==> config.mk <==
export PLATFORM = sky130hd
export DESIGN_NAME = ahb_imem_slave
export DESIGN_NICKNAME = d
export VERILOG_FILES = /design/src/rtl/ahb_pkg.sv /design/src/rtl/ahb_imem_slave.sv
export SDC_FILE = /design/constraint.sdc
export NUM_CORES = 1
export LEC_CHECK = 0
export CAP_MARGIN = 40
export CELL_PAD_IN_SITES_DETAIL_PLACEMENT = 1
export CELL_PAD_IN_SITES_GLOBAL_PLACEMENT = 1
export CORE_MARGIN = 4
export CORE_UTILIZATION = 59
export DETAILED_ROUTE_END_ITERATION = 8
export DONT_BUFFER_PORTS = 1
export PLACE_DENSITY_LB_ADDON = 0.1
export SYNTH_ARGS = -nofsm -noshare
export SYNTH_HDL_FRONTEND = slang
export SYNTH_SLANG_ARGS = --single-unit
==> constraint.sdc <==
create_clock -name clk -period 54.8 [get_ports clk]
set_clock_uncertainty 0.15 [all_clocks]
set_input_delay 10.96 -clock clk [delete_from_list [all_inputs] [get_ports clk]]
set_output_delay 10.96 -clock clk [all_outputs]
set_load 0.05 [all_outputs]
==> src/rtl/ahb_pkg.sv <==
// rtl/ahb_pkg.sv - shared AHB-Lite transfer types, response codes and slave FSM states
package ahb_pkg;

    typedef enum logic [1:0] {
        HTRANS_IDLE   = 2'b00,
        HTRANS_BUSY   = 2'b01,
        HTRANS_NONSEQ = 2'b10,
        HTRANS_SEQ    = 2'b11
    } htrans_t;

    localparam logic [2:0] HSIZE_WORD  = 3'b010;

    localparam logic       HRESP_OKAY  = 1'b0;
    localparam logic       HRESP_ERROR = 1'b1;

    typedef enum logic [2:0] {
        ST_IDLE,
        ST_WAIT,
        ST_DONE,
        ST_ERR1,
        ST_ERR2
    } slave_state_t;

endpackage

==> src/rtl/ahb_imem_slave.sv <==
// rtl/ahb_imem_slave.sv - AHB-Lite word memory slave with wait states and two-cycle error response
module ahb_imem_slave
    import ahb_pkg::*;
#(
    parameter logic [31:0] BASE_ADDR   = 32'hA000_0000,
    parameter int          DEPTH       = 16,
    parameter int          WAIT_STATES = 1
) (
    input  logic        clk,
    input  logic        reset,
    input  logic        hsel,
    input  logic [31:0] haddr,
    input  logic [1:0]  htrans,
    input  logic        hwrite,
    input  logic [2:0]  hsize,
    input  logic        hready,
    input  logic [31:0] hwdata,
    output logic        hreadyout,
    output logic        hresp,
    output logic [31:0] hrdata
);

    localparam int IDX_W = $clog2(DEPTH);
    localparam int CNT_W = (WAIT_STATES > 0) ? $clog2(WAIT_STATES + 1) : 1;
    localparam logic [CNT_W-1:0] CNT_LAST = (WAIT_STATES > 0) ? CNT_W'(WAIT_STATES - 1) : '0;
    localparam logic [31:0] WINDOW_BYTES = 32'(4 * DEPTH);

    slave_state_t     state;
    slave_state_t     state_next;
    logic [CNT_W-1:0] cnt;
    logic [IDX_W-1:0] idx_q;
    logic             wr_q;
    logic [31:0]      mem [DEPTH];

    htrans_t          trans;
    logic [31:0]      offset;
    logic             in_window;
    logic             addr_err;
    logic             can_accept;
    logic             accept;

    // Subtracting first makes addresses below the base wrap to huge offsets,
    // so a single unsigned compare rejects both sides of the window.
    assign trans      = htrans_t'(htrans);
    assign offset     = haddr - BASE_ADDR;
    assign in_window  = offset < WINDOW_BYTES;
    assign addr_err   = !in_window || (haddr[1:0] != 2'b00) || (hsize != HSIZE_WORD);
    assign can_accept = (state == ST_IDLE) || (state == ST_DONE) || (state == ST_ERR2);
    assign accept     = can_accept && hsel && hready &&
                        ((trans == HTRANS_NONSEQ) || (trans == HTRANS_SEQ));

    // State register
    always_ff @(posedge clk or posedge reset) begin
        if (reset) begin
            state <= ST_IDLE;
        end else begin
            state <= state_next;
        end
    end

    // Next-state: ready states may take a new address phase, WAIT counts down, errors last two cycles
    always_comb begin
        state_next = state;
        unique case (state)
            ST_IDLE, ST_DONE, ST_ERR2: begin
                if (accept) begin
                    if (addr_err) begin
                        state_next = ST_ERR1;
                    end else if (WAIT_STATES > 0) begin
                        state_next = ST_WAIT;
                    end else begin
                        state_next = ST_DONE;
                    end
                end else begin
                    state_next = ST_IDLE;
                end
            end
            ST_WAIT: begin
                if (cnt == CNT_LAST) begin
                    state_next = ST_DONE;
                end
            end
            ST_ERR1: state_next = ST_ERR2;
            default: state_next = ST_IDLE;
        endcase
    end

    // Output decode: stall in WAIT/ERR1, flag ERROR in both error cycles, read data only in a read DONE
    always_comb begin
        hreadyout = 1'b1;
        hresp     = HRESP_OKAY;
        hrdata    = '0;
        unique case (state)
            ST_WAIT: hreadyout = 1'b0;
            ST_DONE: begin
                if (!wr_q) begin
                    hrdata = mem[idx_q];
                end
            end
            ST_ERR1: begin
                hreadyout = 1'b0;
                hresp     = HRESP_ERROR;
            end
            ST_ERR2: hresp = HRESP_ERROR;
            default: ;
        endcase
    end

    // Capture word index and direction of each accepted address phase
    always_ff @(posedge clk or posedge reset) begin
        if (reset) begin
            idx_q <= '0;
            wr_q  <= 1'b0;
        end else if (accept) begin
            idx_q <= offset[IDX_W+1:2];
            wr_q  <= hwrite;
        end
    end

    // Wait-state counter: runs only while in WAIT, rewinds on the exit cycle
    always_ff @(posedge clk or posedge reset) begin
        if (reset) begin
            cnt <= '0;
        end else if (state == ST_WAIT) begin
            cnt <= (cnt == CNT_LAST) ? '0 : cnt + CNT_W'(1);
        end else begin
            cnt <= '0;
        end
    end

    // Word array: cleared by reset, written at the closing edge of a write DONE
    always_ff @(posedge clk or posedge reset) begin
        if (reset) begin
            for (int i = 0; i < DEPTH; i++) begin
                mem[i] <= '0;
            end
        end else if ((state == ST_DONE) && wr_q) begin
            mem[idx_q] <= hwdata;
        end
    end

endmodule

==> run summary, run 1 <==
Synth Warn # -> 0
Antenna diode instance count -> 0
CTS tree -> done
Via count of the first global-routing pass -> 14800
Type of destination of the critical path -> output port
Post-layout minimum cycle time -> 15.12 ns
Register bit total from synthesis -> 520
Unrepaired setup endpoints after global routing -> no
Combined area of the multi-input logic cells -> 9720 sq um
Port-buffer cells -> 0
Largest voltage drop on the vdd net -> 0.0253 mV
Proportion of synthesized chip area in sequential cells -> 56.0%
RD Place Congestion -> 0.708
Gate Count Post-Synth -> 1446
Leakage power -> 11.0 nW
Number of hold violations in the final report -> 0
Aggregate global-route resource usage -> 28.2%
Final slew viol count -> 0
Via count -> 12900
Sum Neg Setup Slack -> 0 ns
Post-Route WL -> 58100 um
# clock sinks -> 520
Result of the run -> complete, no violations
CTS hold repair buffers -> 0
Final core occ -> 66.0%
Count of instances resized after the clock tree is built -> 0
Average size of a mapped cell -> 16.1 sq um
Boundary pin count -> 108
Buffer type at the clock tree root -> sky130_fd_sc_hd__clkbuf_16
Avg WL per Cell -> 29.5 um
Hold Path Sink -> mem[310]
Footprint of the flip-flops and latches -> 13000 sq um
Max-cap check violation count -> 0
Kind of start point of the critical path -> flop
Effective utilization at floorplan -> 59.8%
Via count normalized by instance count -> 6.55
Worst R2R Path Depth -> 7
Worst-margin pin slew -> 0.880 ns
Layout fillers -> 3313
Iteration count of the initial detailed-routing pass -> 5
Chip height -> 206 um
Critical register-to-register path startpoint -> idx_q[0]
Total number of H-tree levels -> 2
Global-route wire length before repair -> 90600 um
Final setup vio count -> 0
Maximum fanout along the worst path -> 36
Area of the core -> 38800 sq um
Destination of the worst register-to-register timing path -> mem[14]
Path category of the worst min-delay check -> flop to flop
Number of DRC violations after detailed routing -> 0
Final worst path period share -> 27.6%
Net count after synthesis -> 1521
Number of antenna violations at the first check in global routing -> 0
# rows -> 72
Fraction of final layout cells with drive strength greater than 1 -> 54.1%
Highest-count cells in the layout ignoring fill and taps -> sky130_fd_sc_hd__dfrtp_1, sky130_fd_sc_hd__mux2_2, sky130_fd_sc_hd__mux4_2, sky130_fd_sc_hd__a22oi_1, sky130_fd_sc_hd__clkbuf_16
Clock insertion delay at the later pin of the skew report -> 0.58 ns
Maximum clock frequency -> 66.1 MHz
Number of stages on the worst hold path -> 1
Post-CTS setup buffer count -> 0
Final-stage net count -> 1488
Largest net degree at the start of global routing -> 172
Internal reg-to-reg setup slack -> 50.05 ns
Gr ovfl total -> 0
Cts bufs inserted -> 54
Estimated wirelength of the detail-placed design -> 33700 um
Arrival time reported for the critical path endpoint -> 4.01 ns
Worst hold path startpoint -> mem[310]
Remaining antenna violation count -> 0
Most common library cell in the layout ignoring fill and taps -> sky130_fd_sc_hd__dfrtp_1
Clock transition at the registers of the reported paths -> 0.06 ns
Number of DRC violations after detailed-routing iteration 0 -> 806
Critical path class -> flop to output port
Number of distinct library cells after synthesis -> 29
Post-synthesis instance area -> 23200 sq um
Horizontal extent of the die -> 206 um
Number of buffers between clock root and the deepest sink -> 3
Worst relative slew slack -> 41.3%
Area Overhead vs Synth -> 10.4%
Ratio of total power to cell area -> 40.3 nW/um^2
Die outline area -> 42600 sq um
Worst path required time -> 43.69 ns
Yosys cell counts (all sizes together):
cell type  count  area (sq um)
nand4bb        1          11.3
a22oi         64           480
a21o           2          15.0
nand3          4          20.0
nor3           5          35.0
or4b           1          10.0
xor2           1          8.76
o22ai          1          6.26
nor3b          2          25.0
nand4          1          6.26
buf           75           374
nand2b         2          12.5
nand2         44           165
or3            1          11.3
nand4b         1          8.76
mux2         517          5820
dfrtp        520         13000
nor2b          2          12.5
nor2           9          33.8
nor4           6          37.5
ha             1          12.5
nor4b          1          8.76
inv            7          26.3
mux4         128          2880
clkbuf        50           188
registers in the layout, summed over array words and instances (netlist names):
| signal | cells |
|---|---|
| idx_q | 4 |
| mem | 512 |
| wr_q | 1 |
| state | 3 |
critical path: stages (launching register included):
cell                      delay (ns)
sky130_fd_sc_hd__dfrtp_4        0.80
sky130_fd_sc_hd__buf_4          0.64
sky130_fd_sc_hd__buf_4          0.69
sky130_fd_sc_hd__mux4_2         0.59
sky130_fd_sc_hd__a22oi_1        0.27
sky130_fd_sc_hd__nand2_1        0.40
where the power goes:
part	internal, mW	total, mW	leakage, nW	switching [mW]
registers	0.439	0.476	6.29	0.0368
logic	0.101	0.174	3.76	0.0731
clock network	0.230	0.382	0.899	0.152
metrics by stage:
| stage | cell area (sq um) | power (mW) | instances | hold slack [ns] | worst slack, ns |
|---|---|---|---|---|---|
| after CTS | 25600 | 1.04 | 1972 | 0.350 | 39.59 |
| after detailed placement | 23800 | 0.655 | 1875 | 0.338 | 40.22 |
| after global placement | 23700 | 0.641 | 1870 | 0.320 | 40.22 |
| final | 25600 | 1.03 | 1972 | 0.348 | 39.68 |
| after floorplan | 23200 | 0.616 | 1446 | 0.303 | 29.16 |
| after global routing | 25600 | 1.08 | 1972 | 0.360 | 39.38 |
metal layers:
layer | up-vias | part of all wire (%) | GRT usage (%)
met1 | 7155 | 42 | 38.5
met4 | 0 | 2.2 | 6.96
met3 | 89 | 5.0 | 4.97
li1 | 5349 | - | -
met5 | - | 0 | 0
met2 | 325 | 51 | 47.8
logic make-up after synthesis:
group / share of synthesized area, %
adder cells (fa/ha/maj): 0.0539
multiplexers: 37.5
AND/OR/NAND/NOR: 1.71
AO/OA/AOI/OAI: 2.16
buffers and inverters: 2.53
flip-flops: 56.0
XOR/XNOR: 0.0377
area by class of cell:
type / instances / share of cell area (%)
Clock inverter: 14 / 0.908
Tap cell: 518 / 2.53
Inverter: 7 / 0.132
Clock buffer: 83 / 6.29
Multi-Input combinational cell: 794 / 37.9
Timing Repair Buffer: 36 / 1.46
Sequential cell: 520 / 50.8
worst max-delay path by stage:
stage               slack, ns      from         end
CTS                     39.59  idx_q[0]  hrdata[28]
global placement        40.22     reset    mem[175]
floorplan               29.16     reset    idx_q[0]
detailed placement      40.22  idx_q[0]   hrdata[1]
finish                  39.68  idx_q[0]   hrdata[0]
global route            39.38  idx_q[0]   hrdata[0]
Note: power is estimated with default switching activity, not from simulation.
==> run 2: changes to the inputs <==
--- a/config.mk
+++ b/config.mk
@@ -9,7 +9,7 @@
 export CELL_PAD_IN_SITES_DETAIL_PLACEMENT = 1
 export CELL_PAD_IN_SITES_GLOBAL_PLACEMENT = 1
 export CORE_MARGIN = 4
-export CORE_UTILIZATION = 59
+export CORE_UTILIZATION = 49
 export DETAILED_ROUTE_END_ITERATION = 8
 export DONT_BUFFER_PORTS = 1
 export PLACE_DENSITY_LB_ADDON = 0.1
==> constraint.sdc (replaced) <==
create_clock -name clk -period 12.1 [get_ports clk]
set_clock_uncertainty 0.15 [all_clocks]
set_input_delay 2.42 -clock clk [delete_from_list [all_inputs] [get_ports clk]]
set_output_delay 2.42 -clock clk [all_outputs]
set_load 0.05 [all_outputs]
==> run summary, run 2 (synthesized netlist as in run 1, its figures left out) <==
Result of the run -> complete, no violations
Clock insertion delay at the later pin of the skew report -> 0.59 ns
Internal reg-to-reg setup slack -> 8.65 ns
Largest net degree at the start of global routing -> 178
Biggest regs -> mem (512), idx_q (4), state (3)
Largest voltage drop on the vdd net -> 0.112 mV
Overall power after layout -> 4.68 mW
Buffer and inverter count on the worst path -> 1
Final worst slack -> 5.72 ns
Number of antenna violations at the first check in global routing -> 0
Placed insts -> 1963
Register with the highest flop count -> mem
Critical path's top delay family -> simple AND/OR/NAND/NOR gates
Placed cell area -> 23900 sq um
Crit path cell chain -> or4b_1, nor3b_4, buf_4, a22oi_1, nand2_1
Max-cap check violation count -> 0
Port-buffer cells -> 0
Aggregate global-route resource usage -> 22.6%
Area of the core -> 46700 sq um
Leakage power -> 11.0 nW
Avg WL per Cell -> 27.4 um
Final setup vio count -> 0
Kind of start point of the critical path -> flop
Type of destination of the critical path -> output port
Area of all placed cells without fillers -> 25800 sq um
Remaining antenna violation count -> 0
Final worst path period share -> 52.7%
CTS hold repair buffers -> 0
Estimated wirelength of the detail-placed design -> 32100 um
Number of DRC violations after detailed-routing iteration 0 -> 643
Effective utilization at floorplan -> 49.8%
Area Overhead vs Synth -> 11.1%
Via count of the first global-routing pass -> 14200
Final slew viol count -> 0
Global-route wire length before repair -> 87700 um
Highest-count cells in the layout ignoring fill and taps -> sky130_fd_sc_hd__dfrtp_1, sky130_fd_sc_hd__mux2_2, sky130_fd_sc_hd__mux4_2, sky130_fd_sc_hd__a22oi_1, sky130_fd_sc_hd__clkbuf_16
Critical path class -> flop to output port
Worst path required time -> 9.53 ns
Antenna diode instance count -> 0
Fraction of final layout cells with drive strength greater than 1 -> 54.1%
Maximum fanout along the worst path -> 21
Post-placement setup slack -> 6.35 ns
RD Place Congestion -> 0.690
Via count normalized by instance count -> 6.10
CTS tree -> done
Total number of H-tree levels -> 2
Path category of the worst min-delay check -> flop to flop
Gr ovfl total -> 0
Most common library cell in the layout ignoring fill and taps -> sky130_fd_sc_hd__dfrtp_1
Worst-margin pin slew -> 0.968 ns
Sum Neg Setup Slack -> 0 ns
Number of buffers between clock root and the deepest sink -> 3
Number of stages on the worst hold path -> 1
Number of DRC violations after detailed routing -> 0
Post-Route WL -> 56500 um
Final-stage net count -> 1488
Arrival time reported for the critical path endpoint -> 3.81 ns
Ratio of total power to cell area -> 181 nW/um^2
Chip height -> 226 um
Post-layout minimum cycle time -> 6.38 ns
Iteration count of the initial detailed-routing pass -> 4
Cell with the largest stage delay on the worst path -> sky130_fd_sc_hd__nor3b_4
Buffer type at the clock tree root -> sky130_fd_sc_hd__clkbuf_16
WP depth -> 5
Layout Cells excl Fill -> 2060
Number of hold violations in the final report -> 0
Die outline area -> 50900 sq um
Clock transition at the registers of the reported paths -> 0.06 ns
Maximum clock frequency -> 157 MHz
Horizontal extent of the die -> 226 um
Count of instances resized after the clock tree is built -> 0
Number of flip-flops in the largest register -> 512
Cts bufs inserted -> 55
Post-CTS setup buffer count -> 0
# clock sinks -> 520
Worst R2R Path Depth -> 5
Worst relative slew slack -> 35.4%
# rows -> 79
Boundary pin count -> 108
Unrepaired setup endpoints after global routing -> no
Max stage delay on crit path -> 0.80 ns
Via count -> 12600
[run 2: worst paths after layout]
kind | start | endpoint
min in group asynchronous | reset | mem[348]
max in group asynchronous | reset | mem[115]
worst min-delay path | mem[159] | mem[159]
worst max-delay path | state[0] | hrdata[16]
worst min register to register | mem[159] | mem[159]
worst max register to register | idx_q[0] | mem[6]
[run 2: worst register-to-register path: stages (launching register included)]
cell	delay (ns)
sky130_fd_sc_hd__dfrtp_4	0.85
sky130_fd_sc_hd__inv_1	0.16
sky130_fd_sc_hd__nor3_1	0.66
sky130_fd_sc_hd__nand3_2	0.68
sky130_fd_sc_hd__buf_4	0.51
sky130_fd_sc_hd__mux2_2	0.33
[run 2: layout make-up]
type                       count  area, sq um
timing repair buffer          35          373
multi-input combinational    794         9720
sequential                   520        13000
fill                        4266        20900
clock buffer                  80         1600
clock inverter                17          290
inverter                       7         30.0
tap                          607          759
[run 2: where the power goes]
part / total [mW] / internal [mW] / switching, mW
combinational: 0.777 / 0.462 / 0.316
sequential: 2.14 / 1.99 / 0.154
clock: 1.76 / 1.08 / 0.679
total: 4.68 / 3.53 / 1.15
[run 2: metrics by stage]
stage	util, %	hold WS (ns)
after floorplan	-	0.303
after global placement	51.0	0.318
after detailed placement	51.2	0.338
after CTS	55.3	0.352
after global routing	55.3	0.362
final	55.3	0.348
[run 2: per-layer routing]
metal / part of all wire, % / up-vias / global-route usage [%] / wire length (um)
li1: - / 5355 / - / -
met3: 4.3 / 75 / 3.41 / 2420
met2: 49 / 229 / 37.6 / 27900
met1: 44 / 6903 / 31.9 / 25100
met5: 0 / - / 0 / 0
met4: 1.8 / 0 / 5.30 / 1040
==> variant: new RTL, config.mk and constraints of run 2 <==
Encoding of `slave_state_t`: now one-hot (5 bits for 5 states).
--- a/src/rtl/ahb_pkg.sv
+++ b/src/rtl/ahb_pkg.sv
@@ -14,10 +14,10 @@
     localparam logic       HRESP_ERROR = 1'b1;
 
-    typedef enum logic [2:0] {
-        ST_IDLE,
-        ST_WAIT,
-        ST_DONE,
-        ST_ERR1,
-        ST_ERR2
+    typedef enum logic [4:0] {
+        ST_IDLE = 5'b00001,
+        ST_WAIT = 5'b00010,
+        ST_DONE = 5'b00100,
+        ST_ERR1 = 5'b01000,
+        ST_ERR2 = 5'b10000
     } slave_state_t;
 
Check against the original RTL: same outputs for any inputs over 4 cycles, from zero or initial values and one cycle with reset high; so few cycles prove little.
==> variant against run 2 <==
- area after synthesis increased by 3.7%
- worst setup slack got worse by 110 ps
- synthesized cell count increased by 0.76%
- routed wire length increased by 3.6%
- design area increased by 4.6%
- sequential cell count increased by 2
Power is not compared: it rests on default switching activity, and its combinational part moved more than twofold at a synthesized area within 25%.
==> variant: results (changes against run 2) <==
status finished, final reports clean; Worst Tran Pin Value 899.3 ps (-69.04 ps); XOR/XNOR share of the synthesized area 0.1091% (+0.071 points); initial antenna violation count 3 (+3); Clock-cell share 6.876% (-0.46 points); Hold Crit Start mem[473]; gp weighted congestion 0.6983 (+1.3%); DRT iter0 DRCs 613 (-4.7%); dpl hpwl 34.25 mm (+6.8%); largest net degree at the start of global routing 68 (-62%); Seq. cell area 13,080 sq um (+0.42%); multi-input gate count 801 (+0.88%); reg-to-reg endpoint mem[187]; routed wire length 58.50 mm (+3.6%); Seq/Total Area, Yosys 54.26% (-1.8 points); Compound-Gate Fraction of Synth Area 1.705% (-0.46 points); Adder-Cell Fraction of Synth Area 0.05197% (-0.0019 points); syn_nets 1,532 (+0.72%); most instantiated cells after synthesis dfrtp_1 (521), mux2_2 (394), mux4_2 (128); Hold EP mem[473]; Setup WS pre-CTS 6288 ps (-65.61 ps); vias in the first global route 14,510 (+2.0%); top cells by area, synth dfrtp_1 (54%), mux2_2 (18%), mux4_2 (12%), mux2_4 (5.6%), mux2_1 (1.5%); Yosys cell types 36 (+24%); crit path DAT 3910 ps (+100 ps); antenna cells 3 (+3); gr usage total 22.58% (-0.051 points); post-synthesis mux area share 38.89% (+1.4 points); TritonCTS buffer count 57 (+3.6%); Critical-path top delay cell nor4_4; share of cells above drive strength 1 53.50% (-0.59 points); RR Startpoint idx_q[1]; crit-path max FO 23 (+9.5%); Worst R2R Setup Slack 8230 ps (-420 ps); FILL cells 4,323 (+1.3%)
[variant: logic make-up after synthesis]
family                   count (synthesis)
buffers and inverters                  134
AND/OR/NAND/NOR                         54
adder cells (fa/ha/maj)                  1
flip-flops                             522
AO/OA/AOI/OAI                           66
multiplexers                           677
XOR/XNOR                                 3
[variant: worst max path at each step]
stage | start | to | slack [ps] | cells after the start
3_3_place_gp | state[3] | hrdata[22] | 6040 | 4
5_1_grt | state[4] | hrdata[1] | 5490 | 7
4_1_cts | state[3] | hrdata[1] | 5630 | 7
6_report | state[3] | hrdata[1] | 5620 | 7
2_1_floorplan | reset | idx_q[0] | 2440 | 1
3_5_place_dp | state[3] | hrdata[1] | 6290 | 7
[variant: routing by layer]
metal  GRT usage, %  part of all wire, %  vias up
met5              0                    0        -
met4          5.591                  2.1        0
met3          4.022                  4.6       70
met2          36.12                   48      223
met1          32.51                   45     7103
li1               -                    -     5512
[variant: per-stage QoR]
| step | area [sq um] | power (mW) | hold slack (ps) | cells |
|---|---|---|---|---|
| 2_1_floorplan | 24080 | 2.119 | 302.6 | 1457 |
| 3_3_place_gp | 24560 | 2.189 | 312.7 | 2018 |
| 3_5_place_dp | 25120 | 2.205 | 323.6 | 2068 |
| 4_1_cts | 26980 | 3.937 | 337.1 | 2170 |
| 5_1_grt | 26980 | 4.050 | 350.8 | 2173 |
| 6_report | 26980 | 3.884 | 333.6 | 2173 |
[variant: power breakdown]
| part | switching, mW | total (mW) | internal, mW |
|---|---|---|---|
| Combinational | 0.173 | 0.343 | 0.171 |
| Sequential | 0.0538 | 1.82 | 1.77 |
| Clock | 0.698 | 1.72 | 1.02 |
